===== src/rtl/pcie_noc_injector.sv =====
// pcie_noc_injector: buffers 256-bit PCIe beats, slices them into DATA_W-bit words and injects them as round-robin NoC flits.
// Ports: clk, rst (async, active-high); i_valid_pci/i_data_pci/o_ready_pci = PCIe beat input;
// o_valid/o_data/i_ready = NoC flit output {dest_y, dest_x, payload}; o_word_cnt = flits-sent counter.
// Optional macro PCI_INJ_STATS_EN builds a saturating flit counter on o_word_cnt; without it o_word_cnt is tied to 0.
module pcie_noc_injector #(
  parameter int X          = 2,
  parameter int Y          = 2,
  parameter int X_W        = 1,
  parameter int Y_W        = 1,
  parameter int DATA_W     = 32,
  parameter int FIFO_DEPTH = 4
) (
  input  logic                      clk,
  input  logic                      rst,
  input  logic                      i_valid_pci,
  input  logic [255:0]              i_data_pci,
  output logic                      o_ready_pci,
  output logic                      o_valid,
  output logic [X_W+Y_W+DATA_W-1:0] o_data,
  input  logic                      i_ready,
  output logic [31:0]               o_word_cnt
);
  localparam int BEAT_WORDS = 256 / DATA_W;
  localparam int NPE = X * Y;
  localparam int W_W = BEAT_WORDS > 1 ? $clog2(BEAT_WORDS) : 1;
  localparam int P_W = FIFO_DEPTH > 1 ? $clog2(FIFO_DEPTH) : 1;
  localparam int D_W = $clog2(NPE);
  localparam logic [31:0] XU = 32'(X);
  typedef enum logic {IDLE, SEND} state_t;
  state_t state, state_nxt;
  logic [255:0] mem [FIFO_DEPTH];
  logic [P_W-1:0] wr_ptr, rd_ptr;
  logic [P_W:0] count, count_nxt;
  logic [255:0] shreg;
  logic [W_W-1:0] widx;
  logic [D_W-1:0] didx;
  logic [X_W-1:0] dest_x;
  logic [Y_W-1:0] dest_y;
  logic push, pop, empty, hs, last, load;
  assign empty = count == '0;
  assign push = i_valid_pci && o_ready_pci;
  assign hs = o_valid && i_ready;
  assign last = widx == W_W'(BEAT_WORDS - 1);
  assign count_nxt = count + (P_W+1)'(push) - (P_W+1)'(pop);
  assign dest_x = X_W'(32'(didx) % XU);
  assign dest_y = Y_W'(32'(didx) / XU);
  assign o_valid = state == SEND;
  assign o_data = o_valid ? {dest_y, dest_x, shreg[DATA_W-1:0]} : '0;
  // A new beat is loaded when idle, or when the last word of the current beat leaves, so beats chain without a bubble.
  always_comb begin
    load = state == IDLE || (hs && last);
    pop = load && !empty;
    state_nxt = load ? (empty ? IDLE : SEND) : state;
  end
  always_ff @(posedge clk or posedge rst)
    if (rst) state <= IDLE;
    else state <= state_nxt;
  always_ff @(posedge clk)
    if (push) mem[wr_ptr] <= i_data_pci;
  // Ready is a registered !full so the PCIe side never sees a combinational path.
  always_ff @(posedge clk or posedge rst)
    if (rst) begin
      wr_ptr <= '0;
      rd_ptr <= '0;
      count <= '0;
      o_ready_pci <= 1'b1;
    end else begin
      wr_ptr <= push ? wr_ptr + P_W'(1) : wr_ptr;
      rd_ptr <= pop ? rd_ptr + P_W'(1) : rd_ptr;
      count <= count_nxt;
      o_ready_pci <= count_nxt != (P_W+1)'(FIFO_DEPTH);
    end
  // Destination index skips 0: PE (0,0) hosts the PCIe endpoint.
  always_ff @(posedge clk or posedge rst)
    if (rst) begin
      shreg <= '0;
      widx <= '0;
      didx <= D_W'(1);
    end else begin
      if (pop) begin
        shreg <= mem[rd_ptr];
        widx <= '0;
      end else if (hs) begin
        shreg <= shreg >> DATA_W;
        widx <= widx + W_W'(1);
      end
      if (hs) didx <= didx == D_W'(NPE - 1) ? D_W'(1) : didx + D_W'(1);
    end
`ifdef PCI_INJ_STATS_EN
  logic [31:0] word_cnt;
  always_ff @(posedge clk or posedge rst)
    if (rst) word_cnt <= '0;
    else if (hs && word_cnt != 32'hFFFF_FFFF) word_cnt <= word_cnt + 32'd1;
  assign o_word_cnt = word_cnt;
`else
  assign o_word_cnt = '0;
`endif
endmodule


===== config.mk =====
export PLATFORM = sky130hd
export DESIGN_NAME = pcie_noc_injector
export DESIGN_NICKNAME = d
export VERILOG_FILES = /design/src/rtl/pcie_noc_injector.sv
export SDC_FILE = /design/constraint.sdc
export NUM_CORES = 1
export LEC_CHECK = 0
export CAP_MARGIN = 40
export CORE_UTILIZATION = 45
export CTS_CLUSTER_SIZE = 10
export DETAILED_ROUTE_END_ITERATION = 16
export SLEW_MARGIN = 25
export SYNTH_ARGS = -nofsm -noshare
export SYNTH_HDL_FRONTEND = slang
export SYNTH_SLANG_ARGS = --single-unit

===== constraint.sdc =====
create_clock -name clk -period 29.4 [get_ports clk]
set_input_delay 5.88 -clock clk [delete_from_list [all_inputs] [get_ports clk]]
set_output_delay 5.88 -clock clk [all_outputs]
set_load 0.1 [all_outputs]

# Yosys cells after proc, flatten, opt, wreduce, memory -nomap -nowiden
# Memories as Yosys holds them, arrays and structs flattened.
# Cells that the tools add are included.
# W data, S select, Z words.
[word_totals]
regBits = 270
mem_bits_rw = 1024
inputBits = 260
out_inout_bits = 68
memories = 1
[op_classes]
addsub = 6
eq_ne = 3
n_mux = 9
bitwise_logic = 1
n_reduce_logical = 8
[memory_table]
columns = ["name", "depth", "width", "read_ports", "rd_ports_with_merged_regs", "wr", "line_no", "source"]
rows = [
  ["mem", 4, 256, 1, 0, 1, "31", "logic [255:0] mem [FIFO_DEPTH];"],
]
[ops]
columns = ["operator", "count"]
rows = [
  ["$mux W256", 2],
  ["$mux W34", 1],
  ["$add A2 B1 Y2 const B", 3],
  ["$mux W3", 2],
  ["$logic_and A1 B1 Y1", 4],
  ["$add A3 B1 Y3", 1],
  ["$add A3 B1 Y3 const B", 1],
  ["$eq A3 B3 Y1 const B", 1],
  ["$logic_not A3 Y1", 1],
  ["$mux W1", 3],
  ["$ne A3 B3 Y1 const B", 1],
  ["$sub A3 B1 Y3", 1],
  ["$eq A2 B2 Y1 const B", 1],
  ["$mux W2", 1],
  ["$reduce_bool A2 Y1", 1],
  ["$logic_not A1 Y1", 1],
  ["$logic_or A1 B1 Y1", 1],
  ["$not A1 Y1", 1],
]

# Logic depth before layout (Yosys ltp)
# Gate-level depths: netlist (run 1).
[logic_depth]
ltp_word = 6
depth_mapped = 17

# Worst setup path after synthesis (run 1)
# No wires, ideal clock.
[synth_timing]
path_type = "input to register"
startpoint = "input port i_valid_pci"
endpoint = "memory mem[3][0], enable pin"
setup_ns = 0.651
t_arrival_ns = 11.762
required_ns = 28.749
path_slack_ns = 16.987
path_stages = 1
path_buffers = 0
path_cell_list = "and3_1"
[synth_between]
elab_chain_len = 3
[synth_rtl]
columns = ["element", "line_no", "source"]
rows = [
  ["start: declaration", "15", "input logic i_valid_pci,"],
  ["$logic_and A1 B1 Y1", "41", "assign push = i_valid_pci && o_ready_pci;"],
  ["$mux W1", "59", "if (push) mem[wr_ptr] <= i_data_pci;"],
  ["$mux W1 (implied by the code)", "59", ""],
  ["end: declaration", "31", ""],
]
# Every way passes these cells.

# Worst setup path in the final report (run 1)
[layout_timing]
startpoint = "input port i_ready"
endpoint = "register shreg[170]"
[layout_between]
elab_chain_len = 5
word_cells_on_any_way = 6
cone_classes = "1 x mux; 5 x reduce/logical"
[layout_rtl]
columns = ["element", "line_no", "source"]
rows = [
  ["start: declaration", "20", "input logic i_ready,"],
  ["$logic_and A1 B1 Y1 (*)", "42", "assign hs = o_valid && i_ready;"],
  ["$logic_and A1 B1 Y1", "51", "load = state == IDLE || (hs && last);"],
  ["$logic_or A1 B1 Y1", "51", ""],
  ["$logic_and A1 B1 Y1", "52", "pop = load && !empty;"],
  ["$mux W256 / $reduce_bool A2 Y1 (equally long branches)", "--", ""],
  ["end signal: assignment", "81", "shreg <= mem[rd_ptr];"],
  ["end signal: assignment", "84", "shreg <= shreg >> DATA_W;"],
  ["end: declaration", "34", "logic [255:0] shreg;"],
]
# Every way passes the cells marked *; elsewhere a longest branch is shown, timed or not.
# A chain may end at the register's enable or synchronous reset.

==> results.md, run 1 <==
Clocking:
- The clock buffer count from CTS is 150.
- The cell at the root of the clock tree is sky130_fd_sc_hd__clkbuf_16.
- The total number of clock tree sinks is 1294.
- Clock latency on the worst-skew pair, taken at its later pin, is 0.74 ns.
- The number of hold buffers added after CTS is 0.
- TritonCTS built the clock tree.
- The clock tree synthesis step divided the H-tree into 4 levels.
- Post-CTS repair changed the size of 0 cells.
- In this run the post-CTS setup repair buffer count came out at 0.
- The clock transition at the register clock pins on the worst setup and hold paths after CTS is 0.05 ns.
- No sink is reached through more buffers than the 3 on the longest clock path.

Power and ir drop:
- Summed over all nets, the switching power comes to 1.692 mW.
- Of the total power, combinational logic draws 0.262.
- Overall power consumption after layout is estimated at 5.817 mW.
- Of the total power, registers draw 0.447.
- VDD sags by at most 58.62 uV.
- The fraction of power consumed by the clock network is 0.291.
- The internal portion of the total power is 4.125 mW.
- The net switching fraction of the power is 0.2908.
- The leakage power total is 21.18 nW.
- Power spread over the standard cell area amounts to 96.63 nW/um^2.

Yosys:
- The distinct cell type count of the synthesized netlist is 29.
- Counting flops and latches in the post-synthesis netlist gives 1294.
- Synthesis produced a netlist whose cell count is 2446.
- The share of the Yosys chip area taken by registers is 0.7456.
- A synthesized cell averages 20.57 sq um.
- The Yosys warning count is 0.
- The summed instance area of the synthesized netlist is 50310 sq um.

GRT:
- Across every metal layer, demand over resource in global routing totals 0.2057.
- The number of global-route vias before repair is 25654.
- The initial antenna violation count is 34.
- The total overflow left after global routing is 0.
- The pin count of the biggest net entering global routing is 143.
- The global-route wire length before repair is 169.5 mm.

Timing:
- In the finished design, the share of the clock period the worst path needs comes to 0.2973.
- The worst relative slew slack is 0.2659.
- In the post-route analysis, the smallest setup slack over all paths is 20.66 ns.
- The final count of pins violating max slew is 0.
- The final number of setup-violating endpoints is 0.
- The total negative setup slack is 0 ns.
- For the pin with the worst max-slew slack, the measured transition is 1.101 ns.
- Between clock sinks in the finished design, the worst skew comes to 0.02229 ns.
- The minimum clock period after layout is 8.741 ns.
- Setup repair after global routing left no endpoint under its margin.
- Final hold analysis gives a worst-case slack of 0.5004 ns.
- The peak clock frequency supported by timing is 114.4 MHz.
- The final number of hold-violating endpoints is 0.

Placed design:
- After detailed placement, the total cell area comes to 55500 sq um.
- The wire-length estimate of the detail-placed layout is 68.82 mm.
- Counting tap cells, the placed design contains a total of 4153 instances.
- OpenSTA, run right after detailed placement, puts the worst setup slack at 19.20 ns.
- The count of input and output buffers is 295.
- Routability-driven placement finished with a final weighted congestion of 0.7357.

Drt:
- Before antenna repair, the detailed router went through 5 iterations.
- The post-detailed-route wirelength per cell is 25.67 um.
- The first routing iteration left 1745 violations.
- In the routed design, unresolved DRC markers number 0.
- Once detail routing completed, the nets flagged for antenna violations numbered 0.
- The total via count after detailed routing is 24149.
- The average vias per placed instance is 5.433.
- The total length of routed wires is 114.1 mm.

Finish:
- The library cell used most frequently in the layout, excluding fill and tap cells, is sky130_fd_sc_hd__edfxtp_1.
- The final layout net count is 3095.
- The cell area after layout is 60200 sq um.
- The top cell types in the final layout, fill and taps aside, are 1024 x sky130_fd_sc_hd__edfxtp_1, 295 x sky130_fd_sc_hd__clkdlybuf4s50_1, 265 x sky130_fd_sc_hd__dfrtp_1.
- Of the cells placed in the final design, the portion with a size suffix greater than 1 is 0.2675.
- The utilization after layout is 0.5432.
- The layout has 8542 filler cells.
- The area growth from synthesis to layout is 19.66%.
- The finished layout holds 4445 standard cells, fillers aside.

Critical path:
- The worst register-to-register path has a setup slack of 25.49 ns.
- The cell that appears most often on the critical path is sky130_fd_sc_hd__buf_12.
- On the critical path the largest part of the delay comes from buffers and inverters.
- The worst setup path is of the in -> reg kind.
- The source of the worst register-to-register timing path is count[1].
- The end of the worst register-to-register path is shreg[170].
- In this design, the stage delay of the slowest critical-path cell is 0.70 ns.
- Counting buffers and inverters, the worst setup path is 7 cells deep.
- The critical-path maximum fanout is 126.
- The worst path buffer plus inverter count is 4.
- STA classifies the critical path endpoint as a flop.
- Among all stages on the critical path, the largest delay is contributed by sky130_fd_sc_hd__and2_4.
- The required time at the worst-slack endpoint is 30.01 ns.
- The critical path arrival is 9.35 ns.
- The worst register-to-register path has a depth of 6.
- The critical path goes through clkdlybuf4s50_1 -> a21bo_4 -> and2_4 -> buf_12 -> buf_4 -> buf_12 -> mux2_2.
- The worst setup path is launched from a primary input.

Die:
- The initialized floorplan defines 122 standard-cell rows.
- The floorplan step set the die width to 336.4 um.
- The initial cell density of the core is 0.4539.
- The floorplan step defined a die boundary enclosing 113100 sq um.
- The total I/O pin count is 328.
- The die is 336.4 um tall.
- The standard cell core area is 110800 sq um.

Hold path:
- The endpoint with the worst hold slack is didx[0].
- The startpoint of the tightest hold check path is didx[0].
- Counting instances, the worst hold path has a depth of 2.
- The tightest min-delay check is of the reg -> reg type.

Job:
- Max-cap violations in this run came to 0.

Run status:
- The flow ran to the end, and the final reports show no timing, DRC or antenna violations.
synth_stat cells:
cell type                     n  area share
sky130_fd_sc_hd__nand3_1    125       0.012
sky130_fd_sc_hd__edfxtp_1  1024        0.61
sky130_fd_sc_hd__nand2b_1     1     0.00012
sky130_fd_sc_hd__clkbuf_1    62      0.0046
sky130_fd_sc_hd__buf_4       33      0.0049
sky130_fd_sc_hd__xor2_1       2     0.00035
sky130_fd_sc_hd__buf_6       11      0.0025
sky130_fd_sc_hd__a21bo_2      1     0.00020
sky130_fd_sc_hd__nand2_1     38      0.0028
sky130_fd_sc_hd__a21oi_1      2     0.00020
sky130_fd_sc_hd__buf_2       43      0.0043
sky130_fd_sc_hd__xnor2_1      4     0.00070
sky130_fd_sc_hd__fa_1         1     0.00040
sky130_fd_sc_hd__and2_1      35      0.0044
sky130_fd_sc_hd__ha_1         9      0.0022
sky130_fd_sc_hd__mux4_2     256        0.11
sky130_fd_sc_hd__mux2_2     196       0.044
sky130_fd_sc_hd__inv_1        7     0.00052
sky130_fd_sc_hd__nand3b_1     1     0.00015
sky130_fd_sc_hd__and3_1       4     0.00050
sky130_fd_sc_hd__nor2_1       1    0.000075
sky130_fd_sc_hd__dfrtp_1    268        0.13
sky130_fd_sc_hd__or3_1        1     0.00012
sky130_fd_sc_hd__conb_1       1    0.000075
sky130_fd_sc_hd__mux2_4      73       0.022
sky130_fd_sc_hd__buf_1       31      0.0023
sky130_fd_sc_hd__dfstp_2      2      0.0010
sky130_fd_sc_hd__o21ai_0    124       0.012
sky130_fd_sc_hd__mux2i_1     90       0.018
power by group through the flow:
stage | registers [mW] | logic (mW) | clock network [mW]
2_1_floorplan | 2.60 | 1.10 | 0
5_1_grt | 2.63 | 1.64 | 1.81
3_5_place_dp | 2.64 | 1.55 | 0
6_report | 2.60 | 1.53 | 1.69
4_1_cts | 2.61 | 1.55 | 1.74
3_3_place_gp | 2.65 | 1.42 | 0
worst max-delay path by stage:
stage,start,to
after floorplan,rst,count[0]
after global placement,i_ready,shreg[135]
after detailed placement,i_ready,shreg[176]
after CTS,i_ready,shreg[176]
after global routing,i_ready,shreg[176]
final,i_ready,shreg[170]
worst register-to-register path: cells and delay by family (launching register included):
kind | cells | cell delay [ns]
simple gates | 2 | 1.47
mux | 1 | 0.41
buf+inv | 3 | 1.49
flops | 1 | 0.42
cell type report:
type | count | area (sq um) | area share
Tap cell | 1488 | 1862 | 0.03093
Antenna cell | 8 | 20.02 | 0.0003326
Clock inverter | 12 | 165.2 | 0.002744
Multi-Input combinational cell | 996 | 11990 | 0.1992
Clock buffer | 264 | 4297 | 0.07138
Inverter | 7 | 33.78 | 0.0005612
Timing Repair Buffer | 376 | 4308 | 0.07157
Sequential cell | 1294 | 37520 | 0.6233
cells by family (layout without fill, tap and decap cells):
group                    Yosys count  count (layout)  synth area share
flip-flops                      1294            1294            0.7456
multiplexers                     615             615            0.1982
AND/OR/NAND/NOR                  206             206           0.02059
buffers and inverters            187             659           0.01913
AO/OA/AOI/OAI                    127             127           0.01273
adder cells (fa/ha/maj)           10              10          0.002636
XOR/XNOR                           6               6          0.001045
other                              1              40        0.00007454
routing by layer:
layer,vias up,wire length (um),global-route usage
met2,589,57300,0.3353
met1,12743,46910,0.2690
met4,50,2750,0.06762
met3,213,6840,0.05375
met5,-,309,0
li1,10554,-,-
sequential cells by signal, summed over array words and instances, names as in the netlist:
signal       cells
mem           1024
count            3
shreg          256
o_ready_pci      1
o_valid          1
wr_ptr           2
widx             3
didx             2
rd_ptr           2
(Power assumes the default switching activity.)
==> inputs of run 2 (changes only) <==
PLACE_DENSITY = 0.66   (was unset)
clock period = 7.4 ns   (was 29.4 ns; I/O delays follow)
==> results.md, run 2 (synthesis gave the netlist of run 1 again) <==
Run status:
- The run finished with clean final reports.

Finish:
- The fraction of final layout cells with drive strength greater than 1 is 0.2661.
- At the end of the flow, the number of nets in the layout was 3085.
- Summing all non-filler instances in the final layout gives an area of 60040 sq um.
- The most frequent standard cell in the layout excluding fill and tap cells is sky130_fd_sc_hd__edfxtp_1.
- In the layout the commonest cells are 1024 x sky130_fd_sc_hd__edfxtp_1, 295 x sky130_fd_sc_hd__clkdlybuf4s50_1, 265 x sky130_fd_sc_hd__dfrtp_1.
- The utilization after layout is 0.5418.
- The register with the most flip-flops in the layout has 1024 of them.
- The register with the most flip-flops in the final layout is mem.
- The largest registers in the layout are mem: 1024 flops, shreg: 256 flops.
- The area growth from synthesis to layout is 19.35%.

Clocking:
- The clock transition at the register clock pins on the worst setup and hold paths after CTS is 0.05 ns.
- In this run the clock root is driven by a sky130_fd_sc_hd__clkbuf_16.
- The count of H-tree levels built during CTS is 4.
- The number of hold buffers added after CTS is 0.
- The clock tree from TritonCTS is yes.
- The number of setup buffers added after CTS is 0.
- At the later pin of the worst-skew pair, clock insertion delay measures 0.75 ns.
- The clock tree buffer depth is 3.
- The clock drives 1294 sinks.
- The number of clock buffers added by TritonCTS is 150.
- The total of cells resized after clock tree synthesis is 0.

Drt:
- The DRC violation count after routing is 0.
- The first-iteration detailed-routing DRC count is 1649.
- The total via count after detailed routing is 24476.
- Dividing the detail-routed wire length by the instance count gives 25.18 um.
- The total length of routed wires is 111.6 mm.
- The detailed-routing iteration count for the pre-antenna-repair pass is 6.
- Once detail routing completed, the nets flagged for antenna violations numbered 0.
- In the routed layout, each cell is associated on average with a via count of 5.521.

Power and ir drop:
- Of the total power, the share spent switching nets is 0.2896.
- The internal power is 16.37 mW.
- The leakage power total is 21.10 nW.
- Of the total power, registers draw 0.448.
- Summed over all nets, the switching power comes to 6.673 mW.
- The fraction of power consumed by the clock network is 0.291.
- For this design the ratio of total power to cell area is 383.8 nW/um^2.
- The part of the power in combinational logic is 0.261.
- Across the VDD grid, the largest voltage drop is 323.0 uV.

GRT:
- The number of global-route vias before repair came to 25785.
- The initial antenna violation count is 40.
- Entering global routing, the biggest net connects 146 pins.
- In the global route stage, overall resource usage came out at 0.2008.
- For this run the aggregate overflow at the end of global routing stands at 0.
- The first global-routing pass estimated 165.9 mm of wire.

Placed design:
- The detailed-placement wirelength estimate is 65.68 mm.
- Routability-driven placement finished with a final weighted congestion of 0.7524.
- In this run the cell area measured after placement is 55550 sq um.
- During placement, the flow inserted port buffers numbering 295.

Timing:
- The slew at the pin closest to its max-slew limit is 1.146 ns.
- The final number of hold-violating endpoints came to 0.
- The period utilization is 0.5499.
- Setup repair after global routing left no endpoint under its margin.
- Setup violations remaining at the end of the flow were counted as 0.
- Measured against its own limit, the worst slew margin works out to 0.2357.
- The clock arrives with 0.03785 ns of skew.
- The peak clock frequency supported by timing is 245.8 MHz.
- The final count of pins violating max slew is 0.
- Subtracting the final worst setup slack from the clock period gives 4.069 ns.
- Summed over all failing endpoints, the final setup total negative slack is 0 ns.

Critical path:
- STA classifies the critical path endpoint as an output port.
- The critical path's largest stage delay is 0.66 ns.
- Of all nets on the critical path, the largest fanout is 27.
- The category of the most critical setup path is reg -> out.
- The required time at the worst-slack endpoint is 5.92 ns.
- The slack of the worst reg-to-reg path is 4.21 ns.
- The worst setup path is launched from a flop.
- Data arrives at the worst endpoint at 2.59 ns.
- The cell with the biggest individual delay on the critical path is sky130_fd_sc_hd__dfrtp_2.
- The signal on the critical path passes through buf_16 -> and2_1 -> clkdlybuf4s50_1 -> buf_16.
- Among the stages of the critical path, the cell type that occurs most often is sky130_fd_sc_hd__buf_16.

Hold path:
- The worst hold path belongs to the class reg -> reg.

Die:
- The total I/O pin count is 328.
- Measured along the y axis, the die boundary spans 336.4 um.
- The initial utilization of the core area, before any placement, comes to 0.4539.
- After floorplanning, the core was divided into 122 placement rows.
- The floorplan step set the die width to 336.4 um.
- The die covers 113100 sq um.
- The standard cell core area is 110800 sq um.

Job:
- Max-cap violations in this run came to 0.
## run 2: changes by cell type in the layout (fill, tap and decap cells not counted), sizes merged
cell / before / now
buf: 81 / 71
clkbuf: 264 / 258
clkinv: 5 / 6
clkinvlp: 1 / 3
diode: 8 / 10
inv: 12 / 11
## run 2: final timing paths
path                       startpoint          to  depth (start not counted)
setup / recovery              o_valid  o_data[28]                          4
hold / removal                didx[0]     didx[0]                          2
setup reg to reg             count[1]  shreg[141]                          5
hold reg to reg               didx[0]     didx[0]                          2
max in group asynchronous         rst   rd_ptr[1]                          3
min in group asynchronous         rst   wr_ptr[0]                          3
## run 2: cell type report
type / count / area, sq um
Clock inverter: 14 / 177.7
Multi-Input combinational cell: 996 / 11990
Antenna cell: 10 / 25.02
Tap cell: 1488 / 1862
Timing Repair Buffer: 366 / 4174
Inverter: 7 / 30.03
Sequential cell: 1294 / 37520
Fill cell: 8480 / 50780
Clock buffer: 258 / 4263
## run 2: layer usage
metal	routed length [um]	vias to the layer above	track usage
li1	-	10534	-
met1	45680	12937	0.2646
met2	55310	741	0.3276
met3	8085	218	0.05490
met4	2253	46	0.05703
met5	295	-	0
## run 2: power by group through the flow
| stage | registers, mW | logic, mW | clock network, mW |
|---|---|---|---|
| 5_1_grt | 10.4 | 6.44 | 7.14 |
| 4_1_cts | 10.3 | 6.15 | 6.85 |
| 6_report | 10.3 | 6.02 | 6.71 |
| 3_5_place_dp | 10.5 | 6.13 | 0 |
| 3_3_place_gp | 10.4 | 5.64 | 0 |
| 2_1_floorplan | 10.1 | 4.39 | 0 |
## run 2: critical path: cells and delay by family, from the launching register on
kind | cells | cell delay, ns
simple gates | 1 | 0.18
flops | 1 | 0.66
buf+inv | 3 | 0.99
## run 2: per-stage QoR
step	hold slack, ns	cells	setup WS, ns	total power, mW
6_report	0.5032	4433	3.331	23.04
5_1_grt	0.5376	4426	3.244	24.03
4_1_cts	0.5118	4422	3.251	23.34
3_5_place_dp	0.5034	4150	2.888	16.61
3_3_place_gp	0.4773	4105	2.847	16.07
2_1_floorplan	0.4639	2477	2.354	14.53
==> inputs of run 3 (changes only) <==
PLACE_DENSITY = unset   (was 0.66)
clock period = 4.2 ns   (was 7.4 ns; I/O delays follow)
==> results.md, run 3 (synthesis gave the netlist of run 1 again) <==
Run status:
- The flow ran to the end, and the final reports show no timing, DRC or antenna violations.

Timing:
- Setup repair after global routing left no endpoint under its margin.
- The minimum clock period after layout is 3.128 ns.
- The final number of hold-violating endpoints was 0.
- Hold is met by 0.3615 ns.
- The peak clock frequency supported by timing is 319.7 MHz.
- In the finished design, the share of the clock period the worst path needs comes to 0.7448.
- The final count of pins violating max slew came to 0.
- Once routing completed, OpenROAD measured the worst setup slack at 1.072 ns.
- For the pin with the worst max-slew slack, the measured transition is 1.072 ns.
- On the final layout, the worst clock skew is 0.03960 ns.
- Setup violations remaining at the end of the flow were counted as 0.
- Measured against its own limit, the worst slew margin works out to 0.2855.

Critical path:
- STA puts the critical path data arrival time at 2.29 ns.
- The critical path in this run is classified as reg -> out.
- The depth of the worst register-to-register path is 10.
- In this run the critical register-to-register path is launched from count[1].
- The endpoint class of the critical path is an output port.
- The end of the worst register-to-register path is o_ready_pci.
- The type of origin of the critical path is a flop.
- Along the worst path, the maximum fanout reaches 29.
- The required time at the worst-slack endpoint is 3.36 ns.
- For flop-to-flop paths, the worst setup slack is 1.39 ns.

Die:
- In this run the vertical extent of the chip is 336.4 um.
- Pin placement for this block handled 328 I/O pins.
- The standard cell core area is 110800 sq um.
- The initial utilization of the core area, before any placement, comes to 0.4539.
- The die covers 113100 sq um.
- The initialized floorplan defines 122 standard-cell rows.
- The die boundary width is 336.4 um.

Drt:
- The total via count after detailed routing is 24163.
- The average vias per placed instance is 5.462.
- The post-detailed-route wirelength per cell is 25.80 um.
- The count of nets left with antenna violations once routing finished came out at 0.
- The first TritonRoute pass finished after 5 iterations.
- For this run, design rule violations remaining after detail routing come to 0.
- The first-iteration detailed-routing DRC count is 1601.
- The total length of routed wires is 114.1 mm.

Finish:
- The register with the most flip-flops is mem.
- The number of flip-flops in the largest register is 1024.
- In the layout the commonest cells are 1024 x sky130_fd_sc_hd__edfxtp_1, 265 x sky130_fd_sc_hd__dfrtp_1, 260 x sky130_fd_sc_hd__clkdlybuf4s50_1.
- The largest registers in the layout are mem: 1024 flops, shreg: 256 flops.
- Once layout is complete, the utilization of the core stands at 0.5393.
- Relative to the synthesized area, the layout overhead comes to 18.82%.
- Leaving out fill and tap cells, the most frequent cell in the layout is sky130_fd_sc_hd__edfxtp_1.
- The number of non-filler instances in the completed layout is 4424.
- The final layout net count is 3071.
- Of the cells placed in the final design, the portion with a size suffix greater than 1 is 0.2736.
- Counting the fill cells in the layout gives 8617.

Placed design:
- The detailed-placement wirelength estimate is 69.88 mm.
- After detailed placement, the design holds a cell count of 4137.
- The count of input and output buffers is 295.
- The worst setup slack after placement is 0.9416 ns.
- The weighted congestion at the end of routability-driven global placement is 0.7384.

GRT:
- The overall fraction of global-route tracks in use is 0.2066.
- The initial antenna violation count is 43.
- The pin count of the biggest net entering global routing is 125.
- The number of global-route vias before repair was 25498.
- The global-route wire length before repair is 169.9 mm.
- The remaining global-route overflow is 0.

Clocking:
- The clock tree from TritonCTS is yes.
- Clock tree synthesis found a total of 1294 sinks.
- The total of cells resized after clock tree synthesis is 0.
- The tree is rooted in a sky130_fd_sc_hd__clkbuf_16.
- The number of hold buffers added after CTS was 0.
- The clock transition at the register clock pins on the worst setup and hold paths after CTS is 0.05 ns.
- The clock buffer count from CTS is 150.
- Post-CTS timing repair inserted 0 buffers for setup.
- The clock tree buffer depth is 3.
- In this run the number of H-tree levels came out at 4.
- The later pin in the worst-skew pair is clocked with a latency of 0.77 ns.

Power and ir drop:
- The power density of the placed cells is 675.3 nW/um^2.
- The leakage power total is 21.05 nW.
- The maximum resistive drop on vdd is 372.3 uV.

Job:
- The number of violations of the max-capacitance limit is 0.

Hold path:
- The tightest min-delay check is of the in -> async type.
## run 3: how the worst max path moves through the flow
stage	from	to	slack, ns
after floorplan	o_ready_pci	mem[0][0]	-0.36
after global placement	i_ready	o_ready_pci	0.89
after detailed placement	i_ready	o_ready_pci	0.94
after CTS	o_valid	o_data[15]	0.99
after global routing	o_valid	o_data[15]	0.99
final	o_valid	o_data[15]	1.07
## run 3: report_power, final
| part | switching, mW | internal (mW) |
|---|---|---|
| sequential | 1.40 | 16.8 |
| clock | 5.04 | 6.95 |
| combinational | 5.45 | 4.70 |
| total | 11.9 | 28.5 |
## run 3: final cells by class
| class | count | area (sq um) | share of cell area |
|---|---|---|---|
| inverters | 7 | 30.03 | 0.0005024 |
| flip-flops and latches | 1294 | 37520 | 0.6277 |
| clock buffers | 260 | 4187 | 0.07004 |
| repair buffers | 352 | 3779 | 0.06322 |
| well taps | 1488 | 1862 | 0.03115 |
| clock inverters | 19 | 384.1 | 0.006426 |
| diodes | 8 | 20.02 | 0.0003349 |
| multi-input cells | 996 | 11990 | 0.2006 |
## run 3: layer usage
layer	track usage	routed length [um]	vias to the layer above
li1	-	-	10531
met1	0.2677	46160	12771
met2	0.3382	57450	610
met3	0.05992	7946	191
met4	0.06111	2208	60
met5	0	365	-
## run 3: metrics by stage
stage / power (mW) / cell area, sq um / TNS (ns)
after global routing: 42.17 / 59760 / 0
final: 40.37 / 59770 / 0
after detailed placement: 28.93 / 55180 / 0
after global placement: 28.62 / 55080 / 0
after floorplan: 25.60 / 50430 / -417.57
after CTS: 41.00 / 59750 / 0
## run 3: worst max-delay path, cell delays in order (launching register included)
cell                      delay [ns]
sky130_fd_sc_hd__dfrtp_2        0.55
sky130_fd_sc_hd__buf_4          0.39
sky130_fd_sc_hd__and2_1         0.26
sky130_fd_sc_hd__buf_4          0.31
